**src/rtl/uart_board_dump_if.sv**
```systemverilog
// Byte handshake between uart_board_dump and the uart_tx upstream port.
// master = board dumper (drives wr/din), slave = transmitter (drives ready).
interface uart_board_dump_if;
  logic       tx_wr;
  logic [7:0] tx_din;
  logic       tx_ready;

  modport master (output tx_wr, output tx_din, input tx_ready);
  modport slave  (input tx_wr, input tx_din, output tx_ready);
endinterface

```
**src/rtl/uart_board_dump.sv**
```systemverilog
// Streams a 3x3 tic-tac-toe board as ASCII text into uart_tx, one byte per handshake.
// Optional feature: define BOARD_DUMP_ANSI_EN to prefix the dump with ESC[2J ESC[H.
module uart_board_dump #(
  parameter logic [7:0] EMPTY_CHAR = 8'h2E,
  parameter logic [7:0] X_CHAR     = 8'h58,
  parameter logic [7:0] O_CHAR     = 8'h4F
) (
  input  logic                      clk,
  input  logic                      reset,
  input  logic                      start,
  input  logic [17:0]               board,
  output logic                      busy,
  output logic                      done,
  uart_board_dump_if.master         tx
);

`ifdef BOARD_DUMP_ANSI_EN
  localparam logic [5:0] LAST_IDX = 6'd41;
`else
  localparam logic [5:0] LAST_IDX = 6'd34;
`endif

  typedef enum logic [1:0] {IDLE, ISSUE, HOLD, WAIT} state_t;

  state_t      state_r, state_s;
  logic [5:0]  idx_r, idx_s;
  logic [17:0] snap_r, snap_s;
  logic        busy_r, busy_s;
  logic        done_r, done_s;
  logic        wr_r, wr_s;
  logic [7:0]  din_r, din_s;
  logic [7:0]  byte_s;

  function automatic logic [7:0] cell_char(input logic [1:0] code);
    logic [7:0] ch;
    case (code)
      2'b00:   ch = EMPTY_CHAR;
      2'b01:   ch = X_CHAR;
      2'b10:   ch = O_CHAR;
      default: ch = 8'h3F;
    endcase
    return ch;
  endfunction

  // Seven bytes per line: even lines are board rows, odd lines are separators.
  function automatic logic [7:0] text_byte(input logic [5:0] k, input logic [17:0] snap);
    logic [5:0] line_v;
    logic [5:0] col_v;
    logic [3:0] cell_v;
    logic [7:0] ch;
    line_v = k / 6'd7;
    col_v  = k % 6'd7;
    cell_v = 4'((line_v >> 1) * 6'd3 + (col_v >> 1));
    case (col_v)
      6'd5:        ch = 8'h0D;
      6'd6:        ch = 8'h0A;
      6'd1, 6'd3:  ch = line_v[0] ? 8'h2B : 8'h7C;
      default:     ch = line_v[0] ? 8'h2D : cell_char(snap[{cell_v, 1'b0} +: 2]);
    endcase
    return ch;
  endfunction

`ifdef BOARD_DUMP_ANSI_EN
  function automatic logic [7:0] ansi_byte(input logic [2:0] k);
    logic [7:0] ch;
    case (k)
      3'd0:    ch = 8'h1B;
      3'd1:    ch = 8'h5B;
      3'd2:    ch = 8'h32;
      3'd3:    ch = 8'h4A;
      3'd4:    ch = 8'h1B;
      3'd5:    ch = 8'h5B;
      3'd6:    ch = 8'h48;
      default: ch = 8'h00;
    endcase
    return ch;
  endfunction
`endif

  // Byte selected by the current index and the latched snapshot.
  always_comb begin
`ifdef BOARD_DUMP_ANSI_EN
    if (idx_r < 6'd7) begin
      byte_s = ansi_byte(idx_r[2:0]);
    end else begin
      byte_s = text_byte(idx_r - 6'd7, snap_r);
    end
`else
    byte_s = text_byte(idx_r, snap_r);
`endif
  end

  // Next-state and next-output logic.
  always_comb begin
    state_s = state_r;
    idx_s   = idx_r;
    snap_s  = snap_r;
    busy_s  = busy_r;
    done_s  = 1'b0;
    wr_s    = 1'b0;
    din_s   = din_r;
    case (state_r)
      IDLE: begin
        // A start landing on the done pulse is dropped.
        if (start && !done_r) begin
          snap_s  = board;
          idx_s   = 6'd0;
          busy_s  = 1'b1;
          state_s = ISSUE;
        end else begin
          state_s = IDLE;
        end
      end
      ISSUE: begin
        if (tx.tx_ready) begin
          wr_s    = 1'b1;
          din_s   = byte_s;
          state_s = HOLD;
        end else begin
          state_s = ISSUE;
        end
      end
      HOLD: begin
        state_s = WAIT;
      end
      WAIT: begin
        if (tx.tx_ready) begin
          if (idx_r == LAST_IDX) begin
            done_s  = 1'b1;
            busy_s  = 1'b0;
            state_s = IDLE;
          end else begin
            idx_s   = idx_r + 6'd1;
            state_s = ISSUE;
          end
        end else begin
          state_s = WAIT;
        end
      end
      default: begin
        busy_s  = 1'b0;
        state_s = IDLE;
      end
    endcase
  end

  // State, snapshot and registered outputs.
  always_ff @(posedge clk or posedge reset) begin
    if (reset) begin
      state_r <= IDLE;
      idx_r   <= 6'd0;
      snap_r  <= 18'd0;
      busy_r  <= 1'b0;
      done_r  <= 1'b0;
      wr_r    <= 1'b0;
      din_r   <= 8'h00;
    end else begin
      state_r <= state_s;
      idx_r   <= idx_s;
      snap_r  <= snap_s;
      busy_r  <= busy_s;
      done_r  <= done_s;
      wr_r    <= wr_s;
      din_r   <= din_s;
    end
  end

  assign busy      = busy_r;
  assign done      = done_r;
  assign tx.tx_wr  = wr_r;
  assign tx.tx_din = din_r;

endmodule

```
**src/flat_wrapper.sv**
```systemverilog
// flat-port wrapper written by rule: the top's interface ports become plain ports
module uart_board_dump_flat 
#(
  parameter logic [7:0] EMPTY_CHAR = 8'h2E,
  parameter logic [7:0] X_CHAR     = 8'h58,
  parameter logic [7:0] O_CHAR     = 8'h4F
)
  (clk, reset, start, board, busy, done, tx_tx_wr, tx_tx_din, tx_tx_ready);
  uart_board_dump_if tx_i ();
  input  logic clk;
  input  logic reset;
  input  logic start;
  input  logic [17:0] board;
  output logic busy;
  output logic done;
  output wire logic [$bits(tx_i.tx_wr)-1:0] tx_tx_wr;
  output wire logic [$bits(tx_i.tx_din)-1:0] tx_tx_din;
  input wire logic [$bits(tx_i.tx_ready)-1:0] tx_tx_ready;
  assign tx_tx_wr = tx_i.tx_wr;
  assign tx_tx_din = tx_i.tx_din;
  assign tx_i.tx_ready = tx_tx_ready;
  uart_board_dump #(.EMPTY_CHAR(EMPTY_CHAR), .X_CHAR(X_CHAR), .O_CHAR(O_CHAR)) u_core (.clk(clk), .reset(reset), .start(start), .board(board), .busy(busy), .done(done), .tx(tx_i));
endmodule
```
**config.mk**
```make
export PLATFORM = sky130hd
export DESIGN_NAME = uart_board_dump_flat
export DESIGN_NICKNAME = d
export VERILOG_FILES = /design/src/rtl/uart_board_dump_if.sv /design/src/rtl/uart_board_dump.sv /design/src/flat_wrapper.sv
export SDC_FILE = /design/constraint.sdc
export NUM_CORES = 1
export LEC_CHECK = 0
export ABC_AREA = 1
export CAP_MARGIN = 20
export CORE_MARGIN = 3
export CORE_UTILIZATION = 50
export CTS_CLUSTER_DIAMETER = 60
export DETAILED_ROUTE_END_ITERATION = 10
export GPL_TIMING_DRIVEN = 0
export PLACE_DENSITY_LB_ADDON = 0.25
export SLEW_MARGIN = 20
export SYNTH_ARGS = -nofsm -noshare
export SYNTH_HDL_FRONTEND = slang
export SYNTH_SLANG_ARGS = --single-unit
```
**constraint.sdc**
```tcl
create_clock -name clk -period 7 [get_ports clk]
set_clock_uncertainty 0.15 [all_clocks]
set_input_delay 1.4 -clock clk [delete_from_list [all_inputs] [get_ports clk]]
set_output_delay 1.4 -clock clk [all_outputs]
set_load 0.01 [all_outputs]
```
==> impl_metrics.csv <==
group,metric,value,unit
cells_and_area,drive_gt1_frac,0.1129,
setup_path,r2r-start,"u_core.idx_r[0]",
detailed_routing,via_count,2273,
synthesis,synth_fp_nets,378,
setup_path,crit_slowest_cell,"fa_1",
sta,relSlewSlack,0.4611,
sta,post-route-period-util,0.8829,
placed_design,dp_hpwl,3920,um
clock_network,cts.sinks,36,
sta,rsz0062_at_grt,"false",
die,dieArea,0.005909,sq mm
die,fp.dieW,76.87,um
setup_path,crit_path_max_fanout,7,
min_path,min_to,"u_core.snap_r[4]",
setup_path,critical_path_class,"flop to flop",
global_routing,grt_max_degree,37,
die,fp.dieH,76.87,um
setup_path,rr_endpoint,"u_core.tx.tx_din[0]",
synthesis,seq_area_frac_synth,0.3587,
setup_path,worstPathArrival,6.20,ns
detailed_routing,drt_iter0_drc,123,
min_path,hold-path-cell-count,2,
clock_network,cts_made_buffers,5,
die,ios,33,
die,start_util,0.5247,
global_routing,use_met3,0.03169,
synthesis,ys_types,38,
cells_and_area,n_antenna_cell,0,
global_routing,grtUsageMet2,0.3110,
synthesis,netlist_area,0.002511,sq mm
placed_design,numPortBuffers,31,
detailed_routing,via_per_inst,5.074,
synthesis,ys_warn_count,0,
die,rows,25,
clock_network,insertion_delay,0.29,ns
clock_network,cts.path.max_buffers,2,
setup_path,cpPeakStageDelay,0.45,ns
global_routing,use_met1,0.2320,
setup_path,rr_worst_depth,43,
global_routing,busiest_layer,"met2",
die,core,0.004786,sq mm
synthesis,syn_area_per_cell,7.343,sq um
cells_and_area,num-nets-final,416,
flow_run,maxCapViolations,0,
placed_design,gp_congestion,0.8541,
global_routing,first_global_vias,2089,
clock_network,cts_setup_buffers,0,
clock_network,htreeDepth,2,
run_status,status,"finished, final reports clean",
synthesis,netlist_instances,342,
clock_network,cts.clk_slew.worst_paths,0.07,ns
detailed_routing,ant_nets,0,
sta,worst_pin_slew,0.8010,ns
global_routing,grt_antenna_before_repair,0,
setup_path,cpMostUsedCell,"nand2_1",
sta,min_period,6.180,ns
detailed_routing,first_pass_iters,4,
cells_and_area,final_cell_area,0.002994,sq mm
placed_design,place_area,0.002905,sq mm
clock_network,cts_root_buf,"clkbuf_8",
sta,max_freq,161.8,MHz
min_path,hold_class,"flop to flop",
cells_and_area,layoutNonFillerInstCount,448,
clock_network,ctsHoldBuffers,0,
placed_design,dpl.cell_count,440,
global_routing,grt_usage,0.1815,
setup_path,start_kind,"flop",
detailed_routing,wl_per_cell,11.10,um
global_routing,overflow,0,
sta,slew_violations,0,
sta,final-setup-viol-count,0,
min_path,hold_start,"u_core.snap_r[4]",
synthesis,synth_seq_cells,36,
placed_design,preCtsSetupSlack,0.7894,ns
sta,setup_ws,0.8198,ns
clock_network,cts_tree,"built",
detailed_routing,postRouteWirelength,4973,um
setup_path,worst_ep_required_time,7.02,ns
sta,tns,0,ns
setup_path,endpoint_kind,"flop",
sta,hold_viol,0,
global_routing,grt_pass1_wl,8804,um
cells_and_area,syn_to_final_growth,19.23,%
detailed_routing,drc,0,
setup_path,regToRegSetupSlack,0.82,ns
clock_network,cts_resized,0,
-- Yosys cell counts --
master / n / area [sq um]
a22oi_1: 1 / 7.510
nor2_1: 34 / 127.6
nor3_1: 7 / 35.03
or2_2: 1 / 6.260
xor2_1: 2 / 17.52
dfrtp_1: 36 / 900.9
a21oi_1: 10 / 50.05
o21bai_1: 1 / 7.510
nand2_1: 95 / 356.6
o21ai_1: 3 / 15.01
nand4_1: 6 / 37.54
ha_1: 11 / 137.6
o21ai_0: 19 / 95.09
nand4_2: 1 / 12.51
o21a_1: 1 / 7.510
xnor2_1: 1 / 8.760
o22ai_1: 1 / 6.260
nor2_2: 1 / 6.260
buf_4: 1 / 7.510
nor4_1: 1 / 6.260
o221ai_1: 3 / 26.28
nor3b_1: 2 / 15.01
a31oi_1: 1 / 6.260
o21ai_2: 2 / 17.52
conb_1: 1 / 3.750
buf_8: 1 / 15.01
a21oi_2: 1 / 8.760
inv_2: 5 / 18.77
clkbuf_1: 5 / 18.77
nand3_1: 19 / 95.09
clkinv_1: 2 / 7.510
nand2_4: 5 / 56.30
nand3_4: 2 / 35.03
fa_1: 3 / 60.06
nor2_4: 3 / 33.78
nand2_2: 9 / 56.30
nand3_2: 3 / 30.03
inv_1: 42 / 157.7
-- worst max-delay path by stage --
stage | from | endpoint | cells past startpoint
global placement | u_core.idx_r[0] | u_core.tx.tx_din[0] | 43
finish | u_core.idx_r[0] | u_core.tx.tx_din[0] | 43
floorplan | u_core.idx_r[0] | u_core.tx.tx_din[5] | 43
CTS | u_core.idx_r[0] | u_core.tx.tx_din[0] | 43
global route | u_core.idx_r[0] | u_core.tx.tx_din[0] | 43
detailed placement | u_core.idx_r[0] | u_core.tx.tx_din[0] | 43
-- logic make-up (layout without fill, tap and decap cells) --
group / Yosys count / after routing / share of synthesized area
adder cells (fa/ha/maj): 14 / 14 / 0.07872
AO/OA/AOI/OAI: 43 / 43 / 0.09866
AND/OR/NAND/NOR: 189 / 189 / 0.3622
flip-flops: 36 / 36 / 0.3587
buffers and inverters: 56 / 95 / 0.08969
other: 1 / 1 / 0.001493
XOR/XNOR: 3 / 3 / 0.01047
-- layer usage --
layer	vias up	wire length (um)
met5	-	0
met4	0	115
met3	8	194
met2	51	2307
met1	1046	2356
li1	1168	-
-- registers in the layout (all words and copies together), names as in the netlist --
signal	count
u_core.busy	1
u_core.idx_r	6
u_core.tx.tx_din	7
u_core.done	1
u_core.snap_r	18
u_core.tx.tx_wr	1
u_core.state_r	2
-- worst max-delay path: cells and delay by family (launching register included) --
family	cells	cell delay (ns)
flops	1	0.44
buf+inv	9	0.72
compound gates	2	0.36
xor+xnor	2	0.40
simple gates	23	2.26
fa+ha+maj	7	1.73
-- area by class of cell --
| type | instances | area (sq um) |
|---|---|---|
| Buffer | 7 | 41.29 |
| Fill cell | 431 | 1792 |
| Clock buffer | 6 | 72.57 |
| Multi-Input combinational cell | 250 | 1385 |
| Tap cell | 67 | 83.83 |
| Timing Repair Buffer | 31 | 310.3 |
| Inverter | 49 | 183.9 |
| Sequential cell | 36 | 900.9 |
| Clock inverter | 2 | 16.27 |
-- cells in the final DEF, fill, tap and decap left out, types with 5 or more instances in the layout --
cell	netlist	layout
nand2_4	5	5
nand4_1	6	6
inv_2	5	6
nand3_1	19	19
nor2_1	34	34
clkbuf_8	0	5
clkbuf_1	5	6
ha_1	11	11
dfrtp_1	36	36
nor3_1	7	7
inv_1	42	41
o21ai_0	19	19
a21oi_1	10	10
clkdlybuf4s50_1	0	31
nand2_1	95	95
nand2_2	9	9
-- stage by stage --
stage | util | hold slack (ns)
after floorplan | - | 0.2866
after global placement | 0.6071 | 0.2989
after detailed placement | 0.6071 | 0.3021
after CTS | 0.6256 | 0.3207
after global routing | 0.6256 | 0.3388
final | 0.6256 | 0.3223
Power is left out: the tool's default activity adds up to more than one toggle a clock period on the data nets, which glitch-free logic cannot reach.
